<file path="src/rtl/vga_cell_tracker.sv">
// Watches a TinyVGA PMOD stream, rebuilds the pixel position from the sync edges and
// reports the single 32x32 cell that differs from the background once per frame.
module vga_cell_tracker #(
   parameter int H_TOTAL     = 800,
   parameter int V_TOTAL     = 525,
   parameter int H_ACT_START = 144,
   parameter int V_ACT_START = 35
) (
   input  logic       clk,
   input  logic       reset,
   input  logic [7:0] vga_in,
   output logic [4:0] cell_x,
   output logic [3:0] cell_y,
   output logic [5:0] cell_color,
   output logic [5:0] bg_color,
   output logic       cell_valid,
   output logic       frame_done,
   output logic       locked
);

   localparam logic [9:0]  H_LAST   = 10'(H_TOTAL - 1);
   localparam logic [9:0]  V_LAST   = 10'(V_TOTAL - 1);
   localparam logic [9:0]  H_ACT_LO = 10'(H_ACT_START);
   localparam logic [9:0]  H_ACT_HI = 10'(H_ACT_START + 640);
   localparam logic [9:0]  V_ACT_LO = 10'(V_ACT_START);
   localparam logic [9:0]  V_ACT_HI = 10'(V_ACT_START + 480);
   localparam logic [18:0] CNT_CELL = 19'd1024;
   localparam logic [18:0] CNT_INV  = 19'd306176;
   localparam logic [7:0]  VGA_IDLE = 8'h88;

   typedef enum logic {
      S_WAIT_VS,
      S_TRACK
   } state_t;

   state_t      state_q, state_d;
   logic [7:0]  vga1_q, vga2_q;
   logic [9:0]  h_cnt_q, h_cnt_d;
   logic [9:0]  v_cnt_q, v_cnt_d;
   logic [5:0]  ref_q, ref_d;
   logic [18:0] diff_cnt_q, diff_cnt_d;
   logic        first_seen_q, first_seen_d;
   logic [4:0]  fd_x_q, fd_x_d;
   logic [3:0]  fd_y_q, fd_y_d;
   logic [5:0]  fd_col_q, fd_col_d;
   logic        err_q, err_d;
   logic [4:0]  cell_x_q, cell_x_d;
   logic [3:0]  cell_y_q, cell_y_d;
   logic [5:0]  cell_col_q, cell_col_d;
   logic [5:0]  bg_col_q, bg_col_d;
   logic        valid_q, valid_d;
   logic        done_q, done_d;
   logic        locked_q, locked_d;

   logic        hs_fall, vs_fall;
   logic [5:0]  pix;
   logic        active, is_origin, differs, frame_err;
   logic [9:0]  x, y;

   // The second copy is one clock behind the first, so it lines up with h_cnt.
   assign hs_fall = vga2_q[7] & ~vga1_q[7];
   assign vs_fall = vga2_q[3] & ~vga1_q[3];
   assign pix     = {vga2_q[0], vga2_q[4], vga2_q[1], vga2_q[5], vga2_q[2], vga2_q[6]};

   assign active    = (h_cnt_q >= H_ACT_LO) && (h_cnt_q < H_ACT_HI) &&
                      (v_cnt_q >= V_ACT_LO) && (v_cnt_q < V_ACT_HI);
   assign x         = h_cnt_q - H_ACT_LO;
   assign y         = v_cnt_q - V_ACT_LO;
   assign is_origin = active && (x == '0) && (y == '0);
   assign differs   = active && !is_origin && (pix != ref_q);
   assign frame_err = err_q || (hs_fall && (h_cnt_q != H_LAST)) ||
                      (vs_fall && (v_cnt_q != V_LAST));

   always_comb begin
      state_d      = state_q;
      h_cnt_d      = hs_fall ? '0 : ((h_cnt_q == '1) ? h_cnt_q : h_cnt_q + 10'd1);
      v_cnt_d      = v_cnt_q;
      ref_d        = is_origin ? pix : ref_q;
      diff_cnt_d   = diff_cnt_q;
      first_seen_d = first_seen_q;
      fd_x_d       = fd_x_q;
      fd_y_d       = fd_y_q;
      fd_col_d     = fd_col_q;
      err_d        = frame_err;
      cell_x_d     = cell_x_q;
      cell_y_d     = cell_y_q;
      cell_col_d   = cell_col_q;
      bg_col_d     = bg_col_q;
      valid_d      = valid_q;
      done_d       = 1'b0;
      locked_d     = locked_q;

      if (vs_fall)
         v_cnt_d = '0;
      else if (hs_fall && (v_cnt_q != '1))
         v_cnt_d = v_cnt_q + 10'd1;

      if (differs) begin
         if (diff_cnt_q != '1)
            diff_cnt_d = diff_cnt_q + 19'd1;
         if (!first_seen_q) begin
            first_seen_d = 1'b1;
            fd_x_d       = x[9:5];
            fd_y_d       = y[8:5];
            fd_col_d     = pix;
         end
      end

      if (vs_fall) begin
         state_d      = S_TRACK;
         diff_cnt_d   = '0;
         first_seen_d = 1'b0;
         err_d        = 1'b0;
         // The first fall after reset only marks a frame boundary; nothing is published.
         if (state_q == S_TRACK) begin
            done_d   = 1'b1;
            locked_d = !frame_err;
            valid_d  = 1'b0;
            if (!frame_err && (diff_cnt_q == CNT_CELL)) begin
               cell_x_d   = fd_x_q;
               cell_y_d   = fd_y_q;
               cell_col_d = fd_col_q;
               bg_col_d   = ref_q;
               valid_d    = 1'b1;
            end else if (!frame_err && (diff_cnt_q == CNT_INV)) begin
               cell_x_d   = '0;
               cell_y_d   = '0;
               cell_col_d = ref_q;
               bg_col_d   = fd_col_q;
               valid_d    = 1'b1;
            end
         end
      end
   end

   always_ff @(posedge clk) begin
      if (reset) begin
         state_q      <= S_WAIT_VS;
         vga1_q       <= VGA_IDLE;
         vga2_q       <= VGA_IDLE;
         h_cnt_q      <= '0;
         v_cnt_q      <= '0;
         ref_q        <= '0;
         diff_cnt_q   <= '0;
         first_seen_q <= 1'b0;
         fd_x_q       <= '0;
         fd_y_q       <= '0;
         fd_col_q     <= '0;
         err_q        <= 1'b0;
         cell_x_q     <= '0;
         cell_y_q     <= '0;
         cell_col_q   <= '0;
         bg_col_q     <= '0;
         valid_q      <= 1'b0;
         done_q       <= 1'b0;
         locked_q     <= 1'b0;
      end else begin
         state_q      <= state_d;
         vga1_q       <= vga_in;
         vga2_q       <= vga1_q;
         h_cnt_q      <= h_cnt_d;
         v_cnt_q      <= v_cnt_d;
         ref_q        <= ref_d;
         diff_cnt_q   <= diff_cnt_d;
         first_seen_q <= first_seen_d;
         fd_x_q       <= fd_x_d;
         fd_y_q       <= fd_y_d;
         fd_col_q     <= fd_col_d;
         err_q        <= err_d;
         cell_x_q     <= cell_x_d;
         cell_y_q     <= cell_y_d;
         cell_col_q   <= cell_col_d;
         bg_col_q     <= bg_col_d;
         valid_q      <= valid_d;
         done_q       <= done_d;
         locked_q     <= locked_d;
      end
   end

   assign cell_x     = cell_x_q;
   assign cell_y     = cell_y_q;
   assign cell_color = cell_col_q;
   assign bg_color   = bg_col_q;
   assign cell_valid = valid_q;
   assign frame_done = done_q;
   assign locked     = locked_q;

endmodule

</file>
<file path="config.mk">
export PLATFORM = sky130hd
export DESIGN_NAME = vga_cell_tracker
export DESIGN_NICKNAME = d
export VERILOG_FILES = /design/src/rtl/vga_cell_tracker.sv
export SDC_FILE = /design/constraint.sdc
export NUM_CORES = 1
export LEC_CHECK = 0
export CAP_MARGIN = 20
export CORE_MARGIN = 5
export CORE_UTILIZATION = 35
export CTS_BUF_LIST = sky130_fd_sc_hd__clkbuf_4 sky130_fd_sc_hd__clkbuf_8
export DETAILED_ROUTE_END_ITERATION = 8
export GPL_ROUTABILITY_DRIVEN = 0
export MAX_ROUTING_LAYER = met4
export PLACE_DENSITY_LB_ADDON = 0.15
export SYNTH_ARGS = -nofsm -noshare
export SYNTH_HDL_FRONTEND = slang
export SYNTH_SLANG_ARGS = --single-unit
</file>
<file path="constraint.sdc">
create_clock -name clk -period 3.74 [get_ports clk]
set_input_delay 0.748 -clock clk [delete_from_list [all_inputs] [get_ports clk]]
set_output_delay 0.748 -clock clk [all_outputs]
set_load 0.05 [all_outputs]
</file>
Word-level counts from Yosys, hierarchy flattened
Index checks and enable logic that the tools add are counted.
{ "op_classes": {"eq_ne": 8, "n_addsub": 5, "n_bitwise": 6, "magnitude_cmp": 4, "mux": 11, "n_reduce_logical": 26} }
{ "ops": {"columns": ["op", "count"], "rows": [
  ["$ne A10 B10 Y1 const B", 3],
  ["$mux W6", 4],
  ["$add A10 B1 Y10 const B", 2],
  ["$logic_not A10 Y1", 2],
  ["$lt A10 B10 Y1 const B", 2],
  ["$add A19 B1 Y19 const B", 1],
  ["$eq A19 B11 Y1 const B", 1],
  ["$eq A19 B19 Y1 const B", 1],
  ["$ne A19 B19 Y1 const B", 1],
  ["$logic_and A1 B1 Y1", 12],
  ["$eq A10 B10 Y1 const B", 1],
  ["$ge A10 B6 Y1 const B", 1],
  ["$ge A10 B8 Y1 const B", 1],
  ["$mux W5", 2],
  ["$sub A10 B6 Y10 const B", 1],
  ["$sub A10 B8 Y10 const B", 1],
  ["$mux W4", 2],
  ["$ne A6 B6 Y1", 1],
  ["$reduce_and A2 Y1", 3],
  ["$reduce_or A2 Y1", 3],
  ["$not A1 Y1", 4],
  ["$mux W1", 3],
  ["$reduce_and A3 Y1", 1],
  ["$and A1 B1 Y1", 2],
  ["other kinds (3)", 5]
]} }
{ "totals": {"output_inout_bits": 24, "word_cells": 79, "inputBits": 10, "ff_bits": 103} }

Logic depth before layout (Yosys ltp)
Gate-level depths: netlist of the first run.
{ "logic_depth": {"word_depth": 10, "depth_mapped": 10, "ltp_nobuf": 8} }

Least setup slack after synthesis of the first run
Ideal clock, no wire load.
{ "synth_timing": {"path_kind": "reg2reg", "startpoint": "register h_cnt_q[4]", "endpoint": "register ref_q[2]", "period_less_slack_ns": 2.697, "path_slack_ns": 1.043, "arrival_ns": 2.569, "setup_time_ns": 0.128, "n_path_buf": 2, "path_stages_with_launch": 11, "t_required_ns": 3.612, "cell_sequence": "dfxtp_1 -> inv_1 -> ha_1 -> xnor2_1 -> and4_1 -> nand4_1 -> a2111oi_1 -> clkbuf_1 -> buf_2 -> mux2i_1 -> nor2_1"} }
{ "synth_between": {"elab_chain_len": 6, "word_cells_on_any_way": 9, "cone_classes": "add/sub: 1; order compare: 2; reduce/logical: 6"} }
{ "synth_lines": {"columns": ["element", "line", "rtl"], "rows": [
  ["from (decl)", "38", "logic [9:0] h_cnt_q, h_cnt_d;"],
  ["from (signal assigned)", "161", "h_cnt_q <= h_cnt_d;"],
  ["parallel branches: the longest is 4 deep, another holds $sub A10 B8 Y10", null, null],
  ["$logic_and A1 B1 Y1 (*) (2 in a row)", "69", "assign is_origin = active && (x == '0) && (y == '0);"],
  ["to (signal assigned)", "163", "ref_q <= ref_d;"],
  ["to (decl)", "40", "logic [5:0] ref_q, ref_d;"]
]} }
Mark *: on every way between the ends.
A chain may end at the register's enable or synchronous reset.

Worst setup path after layout of the first run
{ "layout_timing": {"startpoint": "register h_cnt_q[4]", "endpoint": "register fd_x_q[4]"} }
{ "layout_between": {"elab_chain_len": 10, "word_cells_on_any_way": 13, "cone_classes": "add/sub: 1; order compare: 2; reduce/logical: 10"} }
{ "layout_lines": {"columns": ["element", "line", "rtl"], "rows": [
  ["parallel branches: the longest is 10 deep, another holds $sub A10 B8 Y10", null, null],
  ["to (signal assigned)", "146", "fd_x_q <= '0;"],
  ["to (signal assigned)", "166", "fd_x_q <= fd_x_d;"],
  ["to (decl)", "43", "logic [4:0] fd_x_q, fd_x_d;"]
]} }
Several ways; the timed one is not identified.

==> results of run 1 <==
-- kinds of logic after synthesis --
group / Yosys count
AO/OA/AOI/OAI: 112
XOR/XNOR: 27
adder cells (fa/ha/maj): 10
buffers and inverters: 47
flip-flops: 103
multiplexers: 21
AND/OR/NAND/NOR: 234
-- power groups by stage --
stage	clock network [uW]	registers, uW	logic, uW
after floorplan	0	1140	46.0
after global placement	0	1140	72.6
after detailed placement	0	1140	72.8
after CTS	824	1120	73.0
after global routing	868	1120	79.2
final	797	1120	71.5
-- layout by cell type (no fill, tap or decap), drive strengths merged, types with 4 or more instances in the layout --
master         count
dfxtp            103
nor2              50
a21oi             42
nand2             35
clkdlybuf4s50     32
nand3             28
o21ai             21
mux2i             20
nand4             18
nor2b             16
or4               16
a211oi            16
xnor2             14
inv               14
xor2              13
o31ai             12
and3              12
nor3              11
or3               10
ha                10
clkbuf             9
buf                7
nand2b             6
or2                6
o211ai             6
nor4               5
and2               5
and4               4
nor4b              4
-- final timing paths --
path	endpoint	slack, ns	depth (start not counted)	start
hold reg to reg	vga2_q[6]	0.45	1	vga1_q[6]
hold / removal	vga2_q[6]	0.45	1	vga1_q[6]
setup / recovery	fd_x_q[4]	0.78	10	h_cnt_q[4]
setup reg to reg	fd_x_q[4]	0.78	10	h_cnt_q[4]
-- critical path: stages, from the launching register on --
cell	delay, ns
dfxtp_1	0.48
inv_1	0.13
ha_1	0.28
xnor2_1	0.22
and4_1	0.21
nand4_1	0.15
a2111oi_2	0.33
buf_4	0.51
nor2_1	0.10
buf_4	0.18
mux2_2	0.26
-- per-layer routing --
layer / vias to the layer above / GRT usage / part of all wire
met5: - / - / 0
met2: 46 / 0.2341 / 0.47
met3: 11 / 0.04000 / 0.034
met1: 1942 / 0.1877 / 0.48
met4: 0 / 0.03745 / 0.015
li1: 2019 / - / -
-- registers in the layout, indices dropped and copies added (netlist names), 4 cells and up --
name	cells
v_cnt_q	10
cell_y	4
bg_color	6
cell_x	5
diff_cnt_q	19
cell_color	6
ref_q	6
fd_y_q	4
h_cnt_q	10
vga1_q	8
vga2_q	8
fd_col_q	6
fd_x_q	5
-- through the flow --
step | total power, uW | instance area [um2] | util
6_report | 1987 | 5539 | 0.4022
5_1_grt | 2067 | 5539 | 0.4022
4_1_cts | 2015 | 5539 | 0.4022
3_5_place_dp | 1216 | 5311 | 0.3856
3_3_place_gp | 1216 | 5311 | 0.3856
2_1_floorplan | 1188 | 4893 | -
-- layout make-up --
type	instances	area, um2	area share
flip-flops and latches	103	2062	0.3723
well taps	180	225.2	0.04066
repair buffers	39	370.4	0.06686
clock buffers	9	123.9	0.02236
multi-input cells	404	2609	0.4710
inverters	12	45.04	0.008132
clock inverters	7	103.9	0.01875
==> results.md, run 1 <==
* IO Count at 34
* Die width at 128.2 um
* Initial antenna violation count at 0
* Port Buf Inserts at 33
* Critical Path AT at 3.23 ns
* Wire per inst at 15.43 um
* Clock power frac at 0.401
* Slew HR at 0.5021
* Top FF cell, synth: dfxtp_1
* Period utilization at 0.7903
* Vias/cell at 5.329
* Dpl ws at 0.8050 ns
* Setup Fix Bufs, Post-CTS at 0
* Largest net degree at the start of global routing at 52
* Hold crit path type: reg -> reg
* # rows at 43
* DP HPWL at slightly above 8000 um
* Number of fillers in the final layout at between 1,000 and 1,500
* CORE AREA at 13,770 um2
* Via Count at 4,018
* Comb power frac at 0.036
* Die Ht at 128.2 um
* Final hold slack at 0.4466 ns
* Async set-or-reset flop fraction in the synthesized netlist at 0
* Cells after Synth at about 550
* Synth Net Count at ~570
* Final setup margin at 0.7842 ns
* Hold Vio Cnt, Final at 0
* Grt ovf at 0
* Cts hold-fix bufs at 0
* Switch Pwr at 464.8 uW
* Number of global-route vias before repair at 3,816
* Post-synthesis mux area share at 0.04321
* Dpl cells at 738
* Worst slew pin tran at 0.7374 ns
* Top cell type's share of synthesized area at 0.4214
* DR iter-0 viols at 328
* Clock buffer depth at 2
* Die area at 16,450 um2
* P_int at around 1500 uW
* Layout area overhead at 13.19%
* Status: finished, final reports clean
* Synth area leader: dfxtp_1
* Wirelength, routed at about 12,000 um
* Syn avg cell area at 8.833 um2
* Top cells by area, synth: dfxtp_1, a21oi_1, mux2i_1
* Diodes inserted at 0
* Final Non-Filler Cells at 754
* Clk_lat worst skew at roughly 0.39 ns
* Maximum VDD drop at 0.2567 mV
* #FFs+latches synth at 103
* Final setup vio count at 0
* GRT Total Usage at 0.1479
* Clk root buf: clkbuf_8
* Worst Skew at approximately 0.016 ns
* Ys Warns at 0
* Final slew viol count at 0
* Simple-gate share of the synthesized area at 0.2618
* Resize count post-CTS at 0
* Starting Density at 0.3553
* Synth Area in Compound Gates at 0.1532
* DRT antenna net count at 0
* Yosys cell types at 55
* Setup TNS at 0 ns
* Top cells by count, synth: dfxtp_1, nor2_1, a21oi_1
* Max Fclk at roughly 340 MHz
* # DRC at 0
* CTS Sinks at 103
* Max Cap Viol at 0
* First-pass GRT wire length at 19,150 um
* Sw frac at 0.2340
* CP max FO at 51
* PwrDens at ~360 nW/um2
* First-pass DRT Iterations at 4
* Seq pwr share at 0.563
* Critical Path RT at 4.02 ns
* Adder and majority gate portion of the synthesized area at 0.02557
* Leakage at 0.001844 uW
* Nets@finish at 589
* Setup crit start kind: register
* Sequential fraction of the synthesis area at 0.4214
* Min cycle time layout at 2.956 ns
* Crit path kind: reg -> reg
* RSZ-0062 raised after global routing: false
* CTS H-tree lvls at 3
* CP endpoint kind: register
* Share of cells above drive strength 1 at 0.07840
* Post-synth EDFFs at 0
* CTS Buf Count at 9
* Post-Syn Area at 4893 um2
* Largest family of logic cells by synthesized area: simple AND/OR/NAND/NOR gates
* Most common cell in the netlist: dfxtp_1
* XOR/XNOR share of the synthesized area at 0.04833
* TritonCTS clock tree: done
* CTS clk-pin slew, worst paths at around 0.10 ns
No activity file was read; power rests on OpenSTA's default activity.
==> inputs of run 2 (changes only) <==
Clock period 3.74 ns to 2.89 ns, I/O delays scaled along.
==> results.md, run 2 (same netlist as run 1, synthesis figures left out) <==
* Status: finished, final reports clean (unchanged)
* Launch point of the worst reg-to-reg path: v_cnt_q[1] (was h_cnt_q[4])
* Period utilization at 0.9085 (was 0.7903)
* R2R cell count at 8 (was 10)
* Die width at 128.2 um (unchanged)
* Final Cell Area at 5647 um2 (was 5539 um2)
* # DRC at 0 (unchanged)
* Footprint of the multi-input gates at 2633 um2 (was 2609 um2)
* CTS clk-pin slew, worst paths at 0.10 ns (about the same)
* Diodes inserted at 0 (unchanged)
* Leakage at 0.001900 uW (was 0.001844 uW)
* Final setup vio count at 0 (unchanged)
* TritonCTS clock tree: done (unchanged)
* DRT antenna net count at 0 (unchanged)
* Starting Density at 0.3553 (unchanged)
* Number of fillers in the final layout at 1,425 (was 1,434)
* Dpl cells at 747 (was 738)
* RSZ-0062 raised after global routing: false (unchanged)
* First-pass GRT wire length at 19,550 um (was 19,150 um)
* Clock buffer depth at 2 (unchanged)
* CORE AREA at 13,770 um2 (unchanged)
* Setup TNS at 0 ns (unchanged)
* Max Fclk at 380.9 MHz (was 338.3 MHz)
* R2R Setup Slk at 0.26 ns (was 0.78 ns)
* Critical Path RT at 3.20 ns (was 4.02 ns)
* Port Buf Inserts at 33 (unchanged)
* Dpl ws at 0.1043 ns (was 0.8050 ns)
* IO Count at 34 (unchanged)
* R2R Path End: diff_cnt_q[7] (was fd_x_q[4])
* Crit path kind: reg -> reg (unchanged)
* # rows at 43 (unchanged)
* Hold crit path type: reg -> reg (unchanged)
* Die Ht at 128.2 um (unchanged)
* Area after DPL at 5391 um2 (was 5311 um2)
* DP HPWL at 8138 um (was 8071 um)
* CP endpoint kind: register (unchanged)
* GRT Total Usage at 0.1502 (was 0.1479)
* Number of global-route vias before repair at 3,951 (was 3,816)
* Grt ovf at 0 (unchanged)
* Nets@finish at 598 (was 589)
* Register area at 2062 um2 (unchanged)
* Layout area overhead at 15.39% (was 13.19%)
* Worst Skew at 0.01197 ns (was 0.01562 ns)
* Vias/cell at 5.274 (was 5.329)
* Hold_sp: cell_x[2] (was vga1_q[6])
* Hold Vio Cnt, Final at 0 (unchanged)
* Worst slew pin tran at 0.7040 ns (was 0.7374 ns)
* Initial antenna violation count at 0 (unchanged)
* Clk root buf: clkbuf_8 (unchanged)
* Die area at 16,450 um2 (unchanged)
* WHS Path Cells at 2 (was 1)
* Biggest regs: diff_cnt_q (19), h_cnt_q (10), v_cnt_q (10) (unchanged)
* Maximum VDD drop at 0.2915 mV (was 0.2567 mV)
* Hold EP: cell_x[2] (was vga2_q[6])
* CP max FO at 17 (was 51)
* Clk_lat worst skew at 0.38 ns (was 0.39 ns)
* Share of cells above drive strength 1 at 0.09605 (was 0.07840)
* PwrDens at 454.7 nW/um2 (was 358.6 nW/um2)
* Most frequent cells in the layout: dfxtp_1, nor2_1, a21oi_1 (unchanged)
* Wire per inst at 15.07 um (was 15.43 um)
* Final setup margin at 0.2644 ns (was 0.7842 ns)
* Setup crit start kind: register (unchanged)
* First-pass DRT Iterations at 4 (unchanged)
* Critical Path AT at 2.94 ns (was 3.23 ns)
* Wirelength, routed at 11,500 um (was 11,630 um)
* Slew HR at 0.5185 (was 0.5021)
* Via Count at 4,024 (was 4,018)
* Min cycle time layout at 2.626 ns (was 2.956 ns)
* CTS Buf Count at 9 (unchanged)
* Largest net degree at the start of global routing at 39 (was 52)
* CTS Sinks at 103 (unchanged)
* Max Cap Viol at 0 (unchanged)
* Most common cell after layout, fill and taps aside: dfxtp_1 (unchanged)
* Max reg flops at 19 (unchanged)
* DR iter-0 viols at 170 (was 328)
* Final slew viol count at 0 (unchanged)
* Largest Register: diff_cnt_q (unchanged)
* Final Non-Filler Cells at 763 (was 754)
* CTS H-tree lvls at 3 (unchanged)
[run 2: cell count changes in the layout (fill, tap and decap cells not counted), sizes merged]
cell | before | now
buf | 7 | 16
clkinvlp | 2 | 1
inv | 14 | 15
[run 2: stage by stage]
step	hold slack (ns)	power (uW)	util
2_1_floorplan	0.4138	1538	-
6_report	0.4572	2567	0.4100
5_1_grt	0.4639	2682	0.4100
3_3_place_gp	0.4262	1573	0.3914
4_1_cts	0.4590	2616	0.4080
3_5_place_dp	0.4384	1575	0.3914
[run 2: report_power, final]
group          internal, uW  leakage, uW  switching, uW
logic                  36.8     0.000952           56.8
clock network           501     0.000114            526
registers              1440     0.000834           11.1
total                  1970      0.00190            594
[run 2: worst max-delay path by stage]
stage	start	end	slack (ns)	cells past startpoint
after floorplan	h_cnt_q[4]	ref_q[2]	0.19	10
after CTS	h_cnt_q[5]	diff_cnt_q[12]	0.09	9
after detailed placement	h_cnt_q[5]	diff_cnt_q[12]	0.10	9
after global routing	h_cnt_q[5]	diff_cnt_q[12]	0.04	9
final	v_cnt_q[1]	diff_cnt_q[7]	0.26	8
after global placement	h_cnt_q[5]	diff_cnt_q[12]	0.13	9
[run 2: critical path: stages (launching register included)]
cell and delay (ns):
dfxtp_1 0.37, ha_1 0.24, or4_1 0.41, o21ai_0 0.18, o21a_1 0.38, nand2_1 0.10, buf_4 0.20, or4_1 0.51
a21oi_1 0.16
[run 2: area by class of cell]
type	instances	share of cell area
Inverter	12	0.007977
Clock buffer	9	0.02194
Timing Repair Buffer	48	0.08043
Sequential cell	103	0.3652
Tap cell	180	0.03988
Multi-Input combinational cell	404	0.4662
Clock inverter	7	0.01839
[run 2: repair_timing]
action,4_1_cts,5_1_grt
gates resized for setup,0,4
buffers inserted,0,0
hold buffers,0,0
setup endpoints to repair,0,29
endpoints found under the hold margin,0,0
[run 2: layer usage]
metal,track usage,wire length (um),up-vias,share of wire
li1,-,-,2047,-
met1,0.1910,5433,1919,0.47
met2,0.2403,5535,52,0.48
met3,0.03917,466,6,0.041
met4,0.03371,66,0,0.0057
met5,-,0,-,0
